### config.mk
export PLATFORM = sky130hd
export DESIGN_NAME = bank_isu_arb
export DESIGN_NICKNAME = d
export VERILOG_FILES = /design/src/rtl/bank_isu_arb.sv
export SDC_FILE = /design/constraint.sdc
export NUM_CORES = 1
export LEC_CHECK = 0
export CORE_ASPECT_RATIO = 2
export CORE_MARGIN = 1.5
export CORE_UTILIZATION = 36
export DETAILED_ROUTE_END_ITERATION = 12
export PLACE_DENSITY = 0.91
export SYNTH_ARGS = -nofsm -noshare
export SYNTH_HDL_FRONTEND = slang
export SYNTH_SLANG_ARGS = --single-unit
### constraint.sdc
create_clock -name clk_i -period 4.7 [get_ports clk_i]
set_input_delay 1.175 -clock clk_i [delete_from_list [all_inputs] [get_ports clk_i]]
set_output_delay 1.175 -clock clk_i [all_outputs]
set_load 0.01 [all_outputs]
### src/rtl/bank_isu_arb.sv
// Four-channel round-robin arbiter feeding a one-entry output stage for the bank issue queue.
// Per-channel credit counters are built only when BANK_ISU_ARB_CREDIT_EN is defined.
module bank_isu_arb #(
    parameter int CREDITS = 4
) (
    input  logic        clk_i,
    input  logic        rst_i,
    input  logic [3:0]  ch_req_valid_i,
    output logic [3:0]  ch_req_allowIn_o,
    input  logic [11:0] ch_req_rob_id_i,
    input  logic [7:0]  ch_req_opcode_i,
    input  logic [27:0] ch_req_set_way_offset_i,
    input  logic [31:0] ch_req_wbuffer_id_i,
    input  logic [15:0] ch_req_state_i,
    input  logic        rel_valid_i,
    input  logic [1:0]  rel_ch_id_i,
    output logic        iq_req_valid_o,
    input  logic        iq_req_allowIn_i,
    output logic [2:0]  iq_req_rob_id_o,
    output logic [1:0]  iq_req_ch_id_o,
    output logic [1:0]  iq_req_opcode_o,
    output logic [6:0]  iq_req_set_way_offset_o,
    output logic [7:0]  iq_req_wbuffer_id_o,
    output logic [1:0]  iq_req_cacheline_offset0_state_o,
    output logic [1:0]  iq_req_cacheline_offset1_state_o,
    output logic        credit_err_o
);

    logic [1:0] rr_ptr_q;
    logic [3:0] eligible;
    logic [3:0] grant;
    logic [1:0] win_id;
    logic [1:0] idx;
    logic       found;
    logic       stage_ready;

    assign stage_ready = !iq_req_valid_o || iq_req_allowIn_i;

`ifdef BANK_ISU_ARB_CREDIT_EN
    localparam int CW = $clog2(CREDITS + 1);

    logic [CW-1:0] credit_q [4];
    logic          rel_hit;

    always_comb begin
        for (int k = 0; k < 4; k++) begin
            eligible[k] = ch_req_valid_i[k] && (credit_q[k] != '0);
        end
    end

    // A same-cycle grant and release cancel out; a release on a full counter is an error.
    always_ff @(posedge clk_i or posedge rst_i) begin
        if (rst_i) begin
            for (int k = 0; k < 4; k++) begin
                credit_q[k] <= CW'(CREDITS);
            end
            credit_err_o <= 1'b0;
        end else begin
            for (int k = 0; k < 4; k++) begin
                rel_hit = rel_valid_i && (rel_ch_id_i == 2'(k));
                if (grant[k] && !rel_hit) begin
                    credit_q[k] <= credit_q[k] - 1'b1;
                end else if (rel_hit && !grant[k]) begin
                    if (credit_q[k] == CW'(CREDITS)) begin
                        credit_err_o <= 1'b1;
                    end else begin
                        credit_q[k] <= credit_q[k] + 1'b1;
                    end
                end
            end
        end
    end
`else
    logic [6:0] unused_cfg;

    assign unused_cfg   = {4'(CREDITS), rel_valid_i, rel_ch_id_i};
    assign eligible     = ch_req_valid_i;
    assign credit_err_o = 1'b0;
`endif

    // Search upward from the pointer; the first eligible channel wins if the stage can take it.
    always_comb begin
        found  = 1'b0;
        win_id = 2'd0;
        idx    = 2'd0;
        for (int i = 0; i < 4; i++) begin
            idx = rr_ptr_q + 2'(i);
            if (!found && eligible[idx]) begin
                found  = 1'b1;
                win_id = idx;
            end
        end
        grant = (found && stage_ready) ? (4'b0001 << win_id) : 4'b0000;
    end

    assign ch_req_allowIn_o = grant;

    always_ff @(posedge clk_i or posedge rst_i) begin
        if (rst_i) begin
            rr_ptr_q                         <= 2'd0;
            iq_req_valid_o                   <= 1'b0;
            iq_req_rob_id_o                  <= '0;
            iq_req_ch_id_o                   <= '0;
            iq_req_opcode_o                  <= '0;
            iq_req_set_way_offset_o          <= '0;
            iq_req_wbuffer_id_o              <= '0;
            iq_req_cacheline_offset0_state_o <= '0;
            iq_req_cacheline_offset1_state_o <= '0;
        end else if (|grant) begin
            rr_ptr_q                         <= win_id + 2'd1;
            iq_req_valid_o                   <= 1'b1;
            iq_req_rob_id_o                  <= ch_req_rob_id_i[3*win_id +: 3];
            iq_req_ch_id_o                   <= win_id;
            iq_req_opcode_o                  <= ch_req_opcode_i[2*win_id +: 2];
            iq_req_set_way_offset_o          <= ch_req_set_way_offset_i[7*win_id +: 7];
            iq_req_wbuffer_id_o              <= ch_req_wbuffer_id_i[8*win_id +: 8];
            iq_req_cacheline_offset0_state_o <= ch_req_state_i[4*win_id +: 2];
            iq_req_cacheline_offset1_state_o <= ch_req_state_i[4*win_id+2 +: 2];
        end else if (iq_req_allowIn_i) begin
            iq_req_valid_o <= 1'b0;
        end
    end

endmodule

Word-level counts from Yosys, hierarchy flattened
Index checks and enable logic that the tools add are counted.
{"block": "word_totals", "regBits": 29, "latchBits": 0, "mem_bits_rw": 0, "mem_bits_ro": 0, "out_inout_bits": 32, "wordCells": 57, "n_memories": 0}
{"block": "classes", "addsub": 5, "n_mul": 2, "n_div": 0, "order_cmp": 4, "n_eq_ne": 0, "n_shift": 7, "muxes": 19, "bitwise_logic": 0, "reduce_logical": 11}
{"operator": "32-bit by 6-bit indexed part select with 8-bit output", "n": 1}
{"operator": "28-bit by 6-bit indexed part select with 7-bit output", "n": 1}
{"operator": "16-bit by 5-bit indexed part select with 2-bit output", "n": 1}
{"operator": "16-bit by 6-bit indexed part select with 2-bit output", "n": 1}
{"operator": "2-bit by 3-bit less-than comparator with 1-bit output, second input constant", "n": 4}
{"operator": "12-bit by 5-bit indexed part select with 3-bit output", "n": 1}
{"operator": "1-bit two-way mux", "n": 10}
{"operator": "1-bit binary-select mux with 2-bit select", "n": 4}
{"operator": "2-bit two-way mux", "n": 4}
{"operator": "8-bit by 4-bit indexed part select with 2-bit output", "n": 1}
{"operator": "4-bit by 2-bit adder with 5-bit output, second input constant", "n": 1}
{"operator": "3-bit by 2-bit multiplier with 5-bit output, first input constant", "n": 1}
{"operator": "2-bit by 1-bit adder with 2-bit output, second input constant", "n": 2}
{"operator": "2-bit adder, second input constant", "n": 2}
{"operator": "1-bit logical AND", "n": 4}
{"operator": "1-bit logical NOT", "n": 4}
{"operator": "2-bit by 2-bit multiplier with 4-bit output, first input constant", "n": 1}
{"operator": "4-bit two-way mux", "n": 1}
{"operator": "4-bit OR reduction", "n": 1}
{"operator": "1-bit by 2-bit << shifter with 4-bit output, first input constant", "n": 1}
{"operator": "2-bit nonzero test", "n": 1}
{"operator": "1-bit logical OR", "n": 1}

Depth between registers and ports, before layout
Gate-level depths: netlist (run 1).
{"block": "logic_depth", "ltp_word": 16, "ltp_mapped": 7, "depth_no_buf": 4}

Least setup slack after synthesis (run 1)
No wires, ideal clock.
{"block": "synth_path", "kind": "input to output", "start": "in ch_req_valid_i[2]", "end": "out ch_req_allowIn_o[0]", "arrival_ps": 2319, "t_required_ps": 3525, "setup_slack_ps": 1206, "stages": 5, "path_cell_list": "buf_2 > nor4_1 > a21oi_2 > clkbuf_1 > and2_1"}
{"block": "synth_between", "elab_chain_len": 14, "elab_cells_between_ends": 25, "cone_classes": "shift: 1; mux: 17; reduce/logical: 7"}
{"element": "start: declaration", "line_no": "8", "text": "input logic [3:0] ch_req_valid_i,"}
{"element": "1-bit binary-select mux with 2-bit select", "line_no": "88", "text": "if (!found && eligible[idx]) begin"}
{"element": "1-bit two-way mux (implied by the code)", "line_no": "88"}
{"element": "1-bit two-way mux", "line_no": "88"}
{"element": "1-bit logical NOT", "line_no": "88"}
{"element": "1-bit logical AND", "line_no": "88"}
{"element": "1-bit two-way mux", "line_no": "88"}
{"element": "1-bit logical NOT", "line_no": "88"}
{"element": "1-bit logical AND", "line_no": "88"}
{"element": "1-bit two-way mux", "line_no": "88"}
{"element": "1-bit logical NOT", "line_no": "88"}
{"element": "1-bit logical AND", "line_no": "88"}
{"element": "2-bit two-way mux / 1-bit two-way mux (equally long branches)", "line_no": "88"}
{"element": "1-bit by 2-bit << shifter with 4-bit output / 1-bit logical AND (equally long branches)", "line_no": "93", "text": "grant = (found && stage_ready) ? (4'b0001 << win_id) : 4'b0000;"}
{"element": "4-bit two-way mux (*)", "line_no": "93"}
{"element": "end: declaration", "line_no": "9", "text": "output logic [3:0] ch_req_allowIn_o,"}
Every way passes the cells marked *; elsewhere a longest branch is shown, timed or not. The select of a mux whose other input is x is not followed.

Worst setup path after layout (run 1)
{"block": "layout_path", "start": "in ch_req_valid_i[2]", "end": "out ch_req_allowIn_o[3]"}
Same word-level chain as after synthesis.

==> run metrics, run 1 <==
Initial Util=37.1%; GRT Overall Usage=26.6%; CTS tree=yes; most used cell, CP=clkdlybuf4s50_1; clock network power share=20.7%; Seq/Total Area, Yosys=40.2%; non-filler instance count after layout=398; synth unique cells=31; Clock Skew=0.00219 ns; clock buffer depth=2; Synth Cell Area=1800 µm²; Primary FF master, synth=dfrtp_1; unrepaired setup endpoints after global routing=false; DR vias=2274; GPL Wtd Cong=0.785; row count=36; Total Wirelength=7.24 mm; first-pass GRT wire length=10.8 mm; P&R area growth vs syn=79.3%; number of synthesized flops with an enable pin=0; status=complete, no violations; Commonest cells post-synth=29 x dfrtp_1, 28 x nor2_1, 27 x a21oi_1, 27 x o21ai_0; CP endpoint kind=output pin; Slew headroom=22.7%; largest net degree at the start of global routing=32; grt met3 use=4.06%; final worst path period share=92.2%; dpl ws=0.394 ns; kind of critical path=in2out; clock transition at the registers of the reported paths=0.06 ns; power per cell area=309 nW/µm²; Synth Area in XOR/XNOR=0%; final net count=447; synthesis warning total=0; Gate power share=45.2%; synthesis-stage register bit count=29; Peak VDD IR=0.252 mV; total grt overflow=0; die width=53.1 µm; Critical Path RT=3.52 ns; Worst Setup Start Kind=primary input; Synth Area in Adders=0%; H-tree depth=2; setup bufs post-CTS=0; Crit path largest cell delay=0.59 ns; MaxCap Viol Count=0; hold_buf cts=0; Pins Over Slew Limit=0; Root Buffer=clkbuf_8; busiest layer in global routing=met2; Post-Synth Simple-Gate Area=11.0%; largest cells by area after synthesis=dfrtp_1 40%, a32oi_1 12%, a31oi_1 8.3%; Pre-Repair DR Iteration Count=4; Critical-path top delay cell=nor4_1; final setup vio count=0; total power=999 µW; Tmin final=4.33 ns; met2 Resource Use GR=48.4%; Filler cells=400; Yosys top cell area share=40.2%; CP Buf/Inv Count=2; HP Class=reg2reg; crit-path max FO=9; largest family of logic cells by synthesized area=compound AO/OA/AOI/OAI gates; FFs w/ async S/R, synth=100%; P_leak=1.23 nW; Reg power frac=34.1%; final hold viol count=0; clock sink count=29; routing usage on met1=29.1%; Arr. time, crit path=3.16 ns; Avg Vias per Cell=5.71; critical path's top delay family=buffers and inverters; final worst slack=0.369 ns; core area=4860 µm²; vias in the first global route=2270; setup TNS=0 ns; synthesized area per cell=8.39 µm²; crit path cell chain=clkdlybuf4s50_1 -> nor4_1 -> a21oi_2 -> and3_1 -> clkdlybuf4s50_1; n_diodes=0; Net Sw Frac=33.4%; complex-gate fraction of the synthesized area=40.2%; P_sw=334 µW; worst skew pair latency=0.27 ns; actual slew at the worst max-slew pin=1.16 ns; cts bufs inserted=5; Post-DP HPWL=5.10 mm; WL/cell=18.2 µm; CTS resizes=0; Die Ht=103 µm; I/O pin count=138; cells after synthesis=215; Pint=665 µW; Post-Syn Nets=321; die area=5470 µm²; layout cell share with drive strength beyond 1=5.87%; antenna violations before repair=0; mux contribution to synthesized area=0.555%; DR iter-0 viols=88; Post-DRT Antenna Nets=0; post-placement cell count=391; Final Cell Area=3240 µm²; Yosys top cell by area=dfrtp_1; DR DRC count=0; Fmax=231 MHz; IO Port Bufs=133; count leader, synth=dfrtp_1; Placed Area=3150 µm²
state kept, by name, indices dropped and copies added, names as in the netlist:
register,flops
iq_req_cacheline_offset1_state_o,2
iq_req_cacheline_offset0_state_o,2
iq_req_ch_id_o,2
iq_req_set_way_offset_o,7
iq_req_rob_id_o,3
iq_req_wbuffer_id_o,8
iq_req_valid_o,1
rr_ptr_q,2
iq_req_opcode_o,2
worst reg2reg max path, delay by kind of cell (launching register included):
family                 cells  cell delay (ns)
and+or+nand+nor            1             0.27
AOI/OAI and AO/OA          3             0.68
buffers and inverters      1             0.24
DFF                        1             0.51
metrics by stage:
| stage | util (%) | hold WS, ns |
|---|---|---|
| after floorplan | - | 0.518 |
| after global placement | 64.7 | 0.467 |
| after global routing | 66.5 | 0.509 |
| after CTS | 66.5 | 0.486 |
| final | 66.5 | 0.487 |
| after detailed placement | 64.7 | 0.473 |
cell usage in the layout, fill, tap and decap left out, drive strengths merged:
cell type | netlist | layout
a31oi | 24 | 24
nor2b | 1 | 1
nor2 | 28 | 28
dfrtp | 29 | 29
mux2i | 1 | 1
a311o | 1 | 1
o21a | 1 | 1
o31ai | 1 | 1
and4b | 1 | 1
inv | 3 | 3
nor4 | 1 | 1
a21o | 2 | 2
conb | 1 | 1
and2 | 2 | 2
or2 | 1 | 1
clkdlybuf4s50 | 0 | 133
o22ai | 1 | 1
o21ai | 28 | 28
and3 | 1 | 1
clkbuf | 9 | 7
a32oi | 24 | 24
o211a | 2 | 2
nand2b | 2 | 2
nand2 | 5 | 5
buf | 14 | 9
a21oi | 29 | 29
nor3 | 3 | 3
cells by family after synthesis:
family	count (synthesis)
other	1
multiplexers	1
AO/OA/AOI/OAI	113
buffers and inverters	26
AND/OR/NAND/NOR	45
flip-flops	29
area by class of cell:
type,count,area [µm²],area share (%)
Timing Repair Buffer,142,1400,43.2
Clock buffer,7,86.3,2.67
Sequential cell,29,726,22.4
Tap cell,57,71.3,2.20
Multi-Input combinational cell,160,942,29.1
Inverter,3,11.3,0.348
power groups by stage:
stage / clock network, mW / registers [mW] / logic (mW)
6_report: 0.207 / 0.340 / 0.452
5_1_grt: 0.224 / 0.349 / 0.484
4_1_cts: 0.210 / 0.340 / 0.451
3_5_place_dp: 0 / 0.345 / 0.449
3_3_place_gp: 0 / 0.340 / 0.441
2_1_floorplan: 0 / 0.363 / 0.182
metal layers:
| metal | vias up | wire length [µm] |
|---|---|---|
| li1 | 1072 | - |
| met1 | 1098 | 2630 |
| met5 | - | 0 |
| met2 | 88 | 4050 |
| met3 | 16 | 354 |
| met4 | 0 | 204 |
final timing paths:
check / start / to / slack, ns / depth (start not counted)
worst max register to register: rr_ptr_q[1] / iq_req_set_way_offset_o[1] / 2.88 / 5
max in group asynchronous: rst_i / iq_req_cacheline_offset1_state_o[0] / 2.50 / 2
min in group asynchronous: rst_i / iq_req_wbuffer_id_o[1] / 1.51 / 2
worst max-delay path: ch_req_valid_i[2] / ch_req_allowIn_o[3] / 0.37 / 5
worst min register to register: iq_req_ch_id_o[1] / iq_req_ch_id_o[1] / 0.49 / 2
worst min-delay path: iq_req_ch_id_o[1] / iq_req_ch_id_o[1] / 0.49 / 2
Power figures use the tool's default switching activity.
==> run 2, diff against run 1 <==
GPL_TIMING_DRIVEN = 0   (was not set)
==> run 2 against run 1 <==
Effect of this change:
- worst hold slack improved by 0.0050 ns
- via count grew 2.1%
- largest cell class unchanged
- register-to-register slack got worse by 0.07 ns
- largest power group unchanged
- critical path depth rose by 2
==> run metrics, run 2 (same netlist as run 1, synthesis figures left out) <==
n_diodes=0 (unchanged); Pint=689 µW (+3.6%); Critical Path RT=3.52 ns (about the same); Tmin final=4.57 ns (+0.238 ns); dpl ws=-0.0159 ns (-0.410 ns); largest net degree at the start of global routing=30 (-6.3%); I/O pin count=138 (unchanged); P&R area growth vs syn=82.7%; DR DRC count=0 (unchanged); clock sink count=29 (unchanged); final worst path period share=97.2% (+5.1 points); Biggest register=iq_req_wbuffer_id_o; H-tree depth=2 (unchanged); die width=53.1 µm (unchanged); vias in the first global route=2385 (+5.1%); GRT Overall Usage=28.3% (+1.7 points); final net count=459 (+2.7%); Fmax=219 MHz (-5.2%); Clock Skew=0.00477 ns (+0.00258 ns); row count=36 (unchanged); cts bufs inserted=5 (unchanged); core area=4860 µm² (unchanged); total grt overflow=0 (unchanged); final core occ=67.8% (+1.3 points); antenna violations before repair=0 (unchanged); CP endpoint kind=output pin; WL/cell=18.5 µm (+1.8%); total power=1.04 mW (+3.9%); Post-DP HPWL=5.66 mm (+11%); Avg Vias per Cell=5.65 (-1.2%); post-placement cell count=403 (+3.1%); Die Ht=103 µm (unchanged); first-pass GRT wire length=11.4 mm (+6.2%); Gate power share=45.3% (about the same); Storage cell area=726 µm² (unchanged); max reg flops=8 (unchanged); DR iter-0 viols=75 (-15%); Filler cells=415 (+3.8%); Post-DRT Antenna Nets=0 (unchanged); Net Sw Frac=33.6% (+0.21 points); WHS Endpoint=iq_req_ch_id_o[1]; hold slack final=0.492 ns (+0.00496 ns); DR vias=2321 (+2.1%); power per cell area=315 nW/µm² (+2.0%); Pins Over Slew Limit=0 (unchanged); clock buffer depth=2 (unchanged); commonest cells after routing, fill and taps aside=131 x clkdlybuf4s50_1, 29 x dfrtp_1, 28 x nor2_1; status=complete, no violations; Reg power frac=32.3% (-1.8 points); kind of critical path=in2out; Slew headroom=21.8% (-0.93 points); Total Wirelength=7.61 mm (+5.1%); P_sw=349 µW (+4.5%); Initial Util=37.1% (unchanged); clock network power share=22.3% (+1.6 points); P_leak=1.27 nW (+3.2%); MaxCap Viol Count=0 (unchanged); layout cell share with drive strength beyond 1=8.19% (+2.3 points); actual slew at the worst max-slew pin=1.17 ns (+0.0139 ns); CTS tree=yes; leading registers by flop count=iq_req_wbuffer_id_o x8, iq_req_set_way_offset_o x7, iq_req_rob_id_o x3; final worst slack=0.131 ns (-0.238 ns); reg2reg setup slack=2.81 ns (-0.07 ns); HP Class=reg2reg; non-filler instance count after layout=411 (+3.3%); clock transition at the registers of the reported paths=0.06 ns (about the same); final setup vio count=0 (unchanged); Arr. time, crit path=3.39 ns (+0.23 ns); R2R depth=7 (+2); Worst Setup Start Kind=primary input; hold path depth=2 (unchanged); GPL Wtd Cong=0.869 (+11%); commonest non-fill, non-tap cell in the layout=clkdlybuf4s50_1; die area=5470 µm² (unchanged); final hold viol count=0 (unchanged); setup bufs post-CTS=0 (unchanged); worst r2r src=rr_ptr_q[1]; Peak VDD IR=0.225 mV (-11%); Worst Hold Launch=iq_req_ch_id_o[1]; worst skew pair latency=0.29 ns (+0.02 ns); IO Port Bufs=131 (-1.5%); Worst R2R End=iq_req_wbuffer_id_o[4]; Pre-Repair DR Iteration Count=4 (unchanged); crit-path max FO=10 (+1); Root Buffer=clkbuf_8; footprint of the multi-input gates=945 µm² (+0.27%); unrepaired setup endpoints after global routing=false
==> run 2: changes by cell type in the layout (fill, tap and decap cells not counted), sizes merged <==
| cell | before | now |
|---|---|---|
| buf | 9 | 14 |
| clkbuf | 7 | 16 |
| clkinv | 0 | 1 |
| clkdlybuf4s50 | 133 | 131 |
==> run 2: repair_timing <==
action	4_1_cts	5_1_grt
endpoints found under the setup margin	2	3
hold endpoints to repair	0	0
resized for setup	1	4
hold buffers	0	0
==> run 2: critical path, stage by stage <==
cell	delay (ns)
clkdlybuf4s50_1	0.54
or2_1	0.30
a21oi_2	0.34
clkbuf_2	0.31
nor2_1	0.07
nor2_1	0.12
clkdlybuf4s50_1	0.54
==> run 2: power groups by stage <==
stage | Sequential (mW) | Clock (mW) | Combinational [mW]
after floorplan | 0.363 | 0 | 0.182
after global placement | 0.336 | 0 | 0.455
after detailed placement | 0.340 | 0 | 0.467
after CTS | 0.335 | 0.234 | 0.468
after global routing | 0.342 | 0.245 | 0.501
final | 0.336 | 0.232 | 0.470
==> run 2: layer usage <==
| layer | global-route usage [%] | part of all wire (%) | vias to the layer above | wire, µm |
|---|---|---|---|---|
| met3 | 3.62 | 5.0 | 15 | 383 |
| met4 | 11.6 | 2.4 | 0 | 184 |
| met2 | 53.7 | 57 | 89 | 4310 |
| li1 | - | - | 1097 | - |
| met1 | 30.1 | 36 | 1120 | 2740 |
| met5 | 0 | 0 | - | 0 |
==> run 2: worst max path at each step <==
stage / slack, ns / to / startpoint / cells after the start
3_5_place_dp: -0.02 / ch_req_allowIn_o[1] / ch_req_valid_i[3] / 6
6_report: 0.13 / ch_req_allowIn_o[2] / ch_req_valid_i[3] / 7
5_1_grt: 0.02 / ch_req_allowIn_o[2] / ch_req_valid_i[3] / 7
2_1_floorplan: 1.21 / ch_req_allowIn_o[0] / ch_req_valid_i[2] / 5
3_3_place_gp: 0.07 / ch_req_allowIn_o[2] / ch_req_valid_i[3] / 7
4_1_cts: 0.009 / ch_req_allowIn_o[2] / ch_req_valid_i[3] / 7
==> run 2: through the flow <==
stage / TNS, ns / cell area (µm²)
2_1_floorplan: 0 / 1800
3_3_place_gp: 0 / 3190
3_5_place_dp: -0.0257 / 3190
4_1_cts: 0 / 3290
5_1_grt: 0 / 3300
6_report: 0 / 3300
==> run 2: final cells by class <==
class                      count  area share (%)
sequential                    29            22.0
clock inverter                 1           0.152
inverter                       3           0.342
multi-input combinational    160            28.7
timing repair buffer         131            39.8
clock buffer                   7            2.92
buffer                        23            3.98
tap                           57            2.16
==> RTL edit, RTL diff (config.mk and constraints of run 1) <==
The option `BANK_ISU_ARB_CREDIT_EN` is turned on by a define.
--- a/src/rtl/bank_isu_arb.sv
+++ b/src/rtl/bank_isu_arb.sv
@@ -1,5 +1,7 @@
 // Four-channel round-robin arbiter feeding a one-entry output stage for the bank issue queue.
 // Per-channel credit counters are built only when BANK_ISU_ARB_CREDIT_EN is defined.
+`define BANK_ISU_ARB_CREDIT_EN
+
 module bank_isu_arb #(
     parameter int CREDITS = 4
 ) (
Behaviour: not the same (a bounded check fails within 4 cycles, from zero or initial values and one cycle with rst_i high).
==> RTL edit against run 1 <==
Area after synthesis up 64%. Critical endpoint unchanged. Design area rose by 41%. Power grew to 3.1 times the old value. Highest routed layer unchanged. Maximum frequency fell by 5.8%. Setup slack got worse by 0.26 ns. Wire length increased by 21%. Sequential cell count rose by 13. Register-to-register slack worse by 1.4 ns. Largest cell class is now multi-input combinational cells. Clock skew grew 0.0049 ns. Critical path type unchanged. Global-route usage shrank 6.4 points. Worst hold slack got worse by 0.0043 ns.
==> RTL edit: results (changes against run 1) <==
* Run status: completed
* Total instance count after detailed placement at 507 (+30%)
* Compound-gate portion of the synthesized area at 22.0% (-18 points)
* RePlAce Congestion at 0.914 (+16%)
* Top post-synthesis cells by count: sky130_fd_sc_hd__mux2i_1 (48), sky130_fd_sc_hd__dfrtp_1 (38), sky130_fd_sc_hd__nand2_1 (35), sky130_fd_sc_hd__inv_1 (24), sky130_fd_sc_hd__o221ai_2 (17)
* Xor and xnor fraction of the mapped netlist area at 1.18% (+1.2 points)
* Capture point of the worst reg-to-reg path: credit_q[5]
* Sequential fraction of the synthesis area at 35.6% (-4.6 points)
* Flip-flop count of the largest register, all copies and words added at 12 (+4)
* Logic depth of the worst register-to-register path at 13 (+8)
* Post-synthesis area per instance at 10.5 um^2 (+25%)
* Routed length on met3 at 498 um (+41%)
* Largest net degree at the start of global routing at 49 (+53%)
* Launching point of the worst reg2reg path: credit_q[6]
* Final nets at 540 (+21%)
* Measured slew at the worst slew-check pin at 0.780 ns (-0.377 ns)
* Global routing met1 resource utilization at 18.3% (-11 points)
* Via Count at 2739 (+20%)
* Clock Tree Root: sky130_fd_sc_hd__clkbuf_16
* Layout filler cell count at 673 (+68%)
* Worst endpoint data arrival time at 3.42 ns (+0.26 ns)
* Met2 Track Usage GR at 41.0% (-7.3 points)
* Wire length reported by the detailed router at 8.80 mm (+21%)
* Leading post-synthesis cells by cell area: sky130_fd_sc_hd__dfrtp_1 (32%), sky130_fd_sc_hd__mux2i_1 (16%), sky130_fd_sc_hd__o221ai_2 (8.6%)
* Synth Net Count at 405 (+26%)
* Internal power summed over all cells at 1730 uW (+160%)
* Routed wire length per instance at 17.1 um (-6.1%)
* Launching element of the worst setup path: ch_req_valid_i[3]
* Adder-cell area share of the yosys netlist at 7.76% (+7.8 points)
* Standby leakage power at 0.00194 uW (+58%)
* Total routed wire length on the met1 layer at 2.89 mm (+10%)
* Share of synthesized area spent on multiplexers at 16.6% (+16 points)
* Total half-perimeter wirelength after legalization and detailed placement at 6.96 mm (+36%)
==> RTL edit: power by group through the flow <==
stage / clock network, uW / registers (uW) / logic [uW]
floorplan: 0 / 766 / 1360
global placement: 0 / 731 / 1930
detailed placement: 0 / 745 / 2030
CTS: 357 / 739 / 2040
global route: 369 / 766 / 2190
finish: 345 / 740 / 2000
==> RTL edit: cell type report <==
type | instances | area share, %
inverter | 27 | 2.22
sequential | 42 | 23.2
multi-input combinational | 200 | 37.8
timing repair buffer | 142 | 30.9
tap | 96 | 2.64
clock buffer | 7 | 3.13
clock inverter | 1 | 0.110
==> RTL edit: stage by stage <==
step / setup WS, ns / area (um^2)
5_1_grt: 0.0697 / 4560
3_5_place_dp: 0.162 / 4410
4_1_cts: 0.157 / 4560
3_3_place_gp: 0.249 / 4410
2_1_floorplan: 1.06 / 2970
6_report: 0.104 / 4560
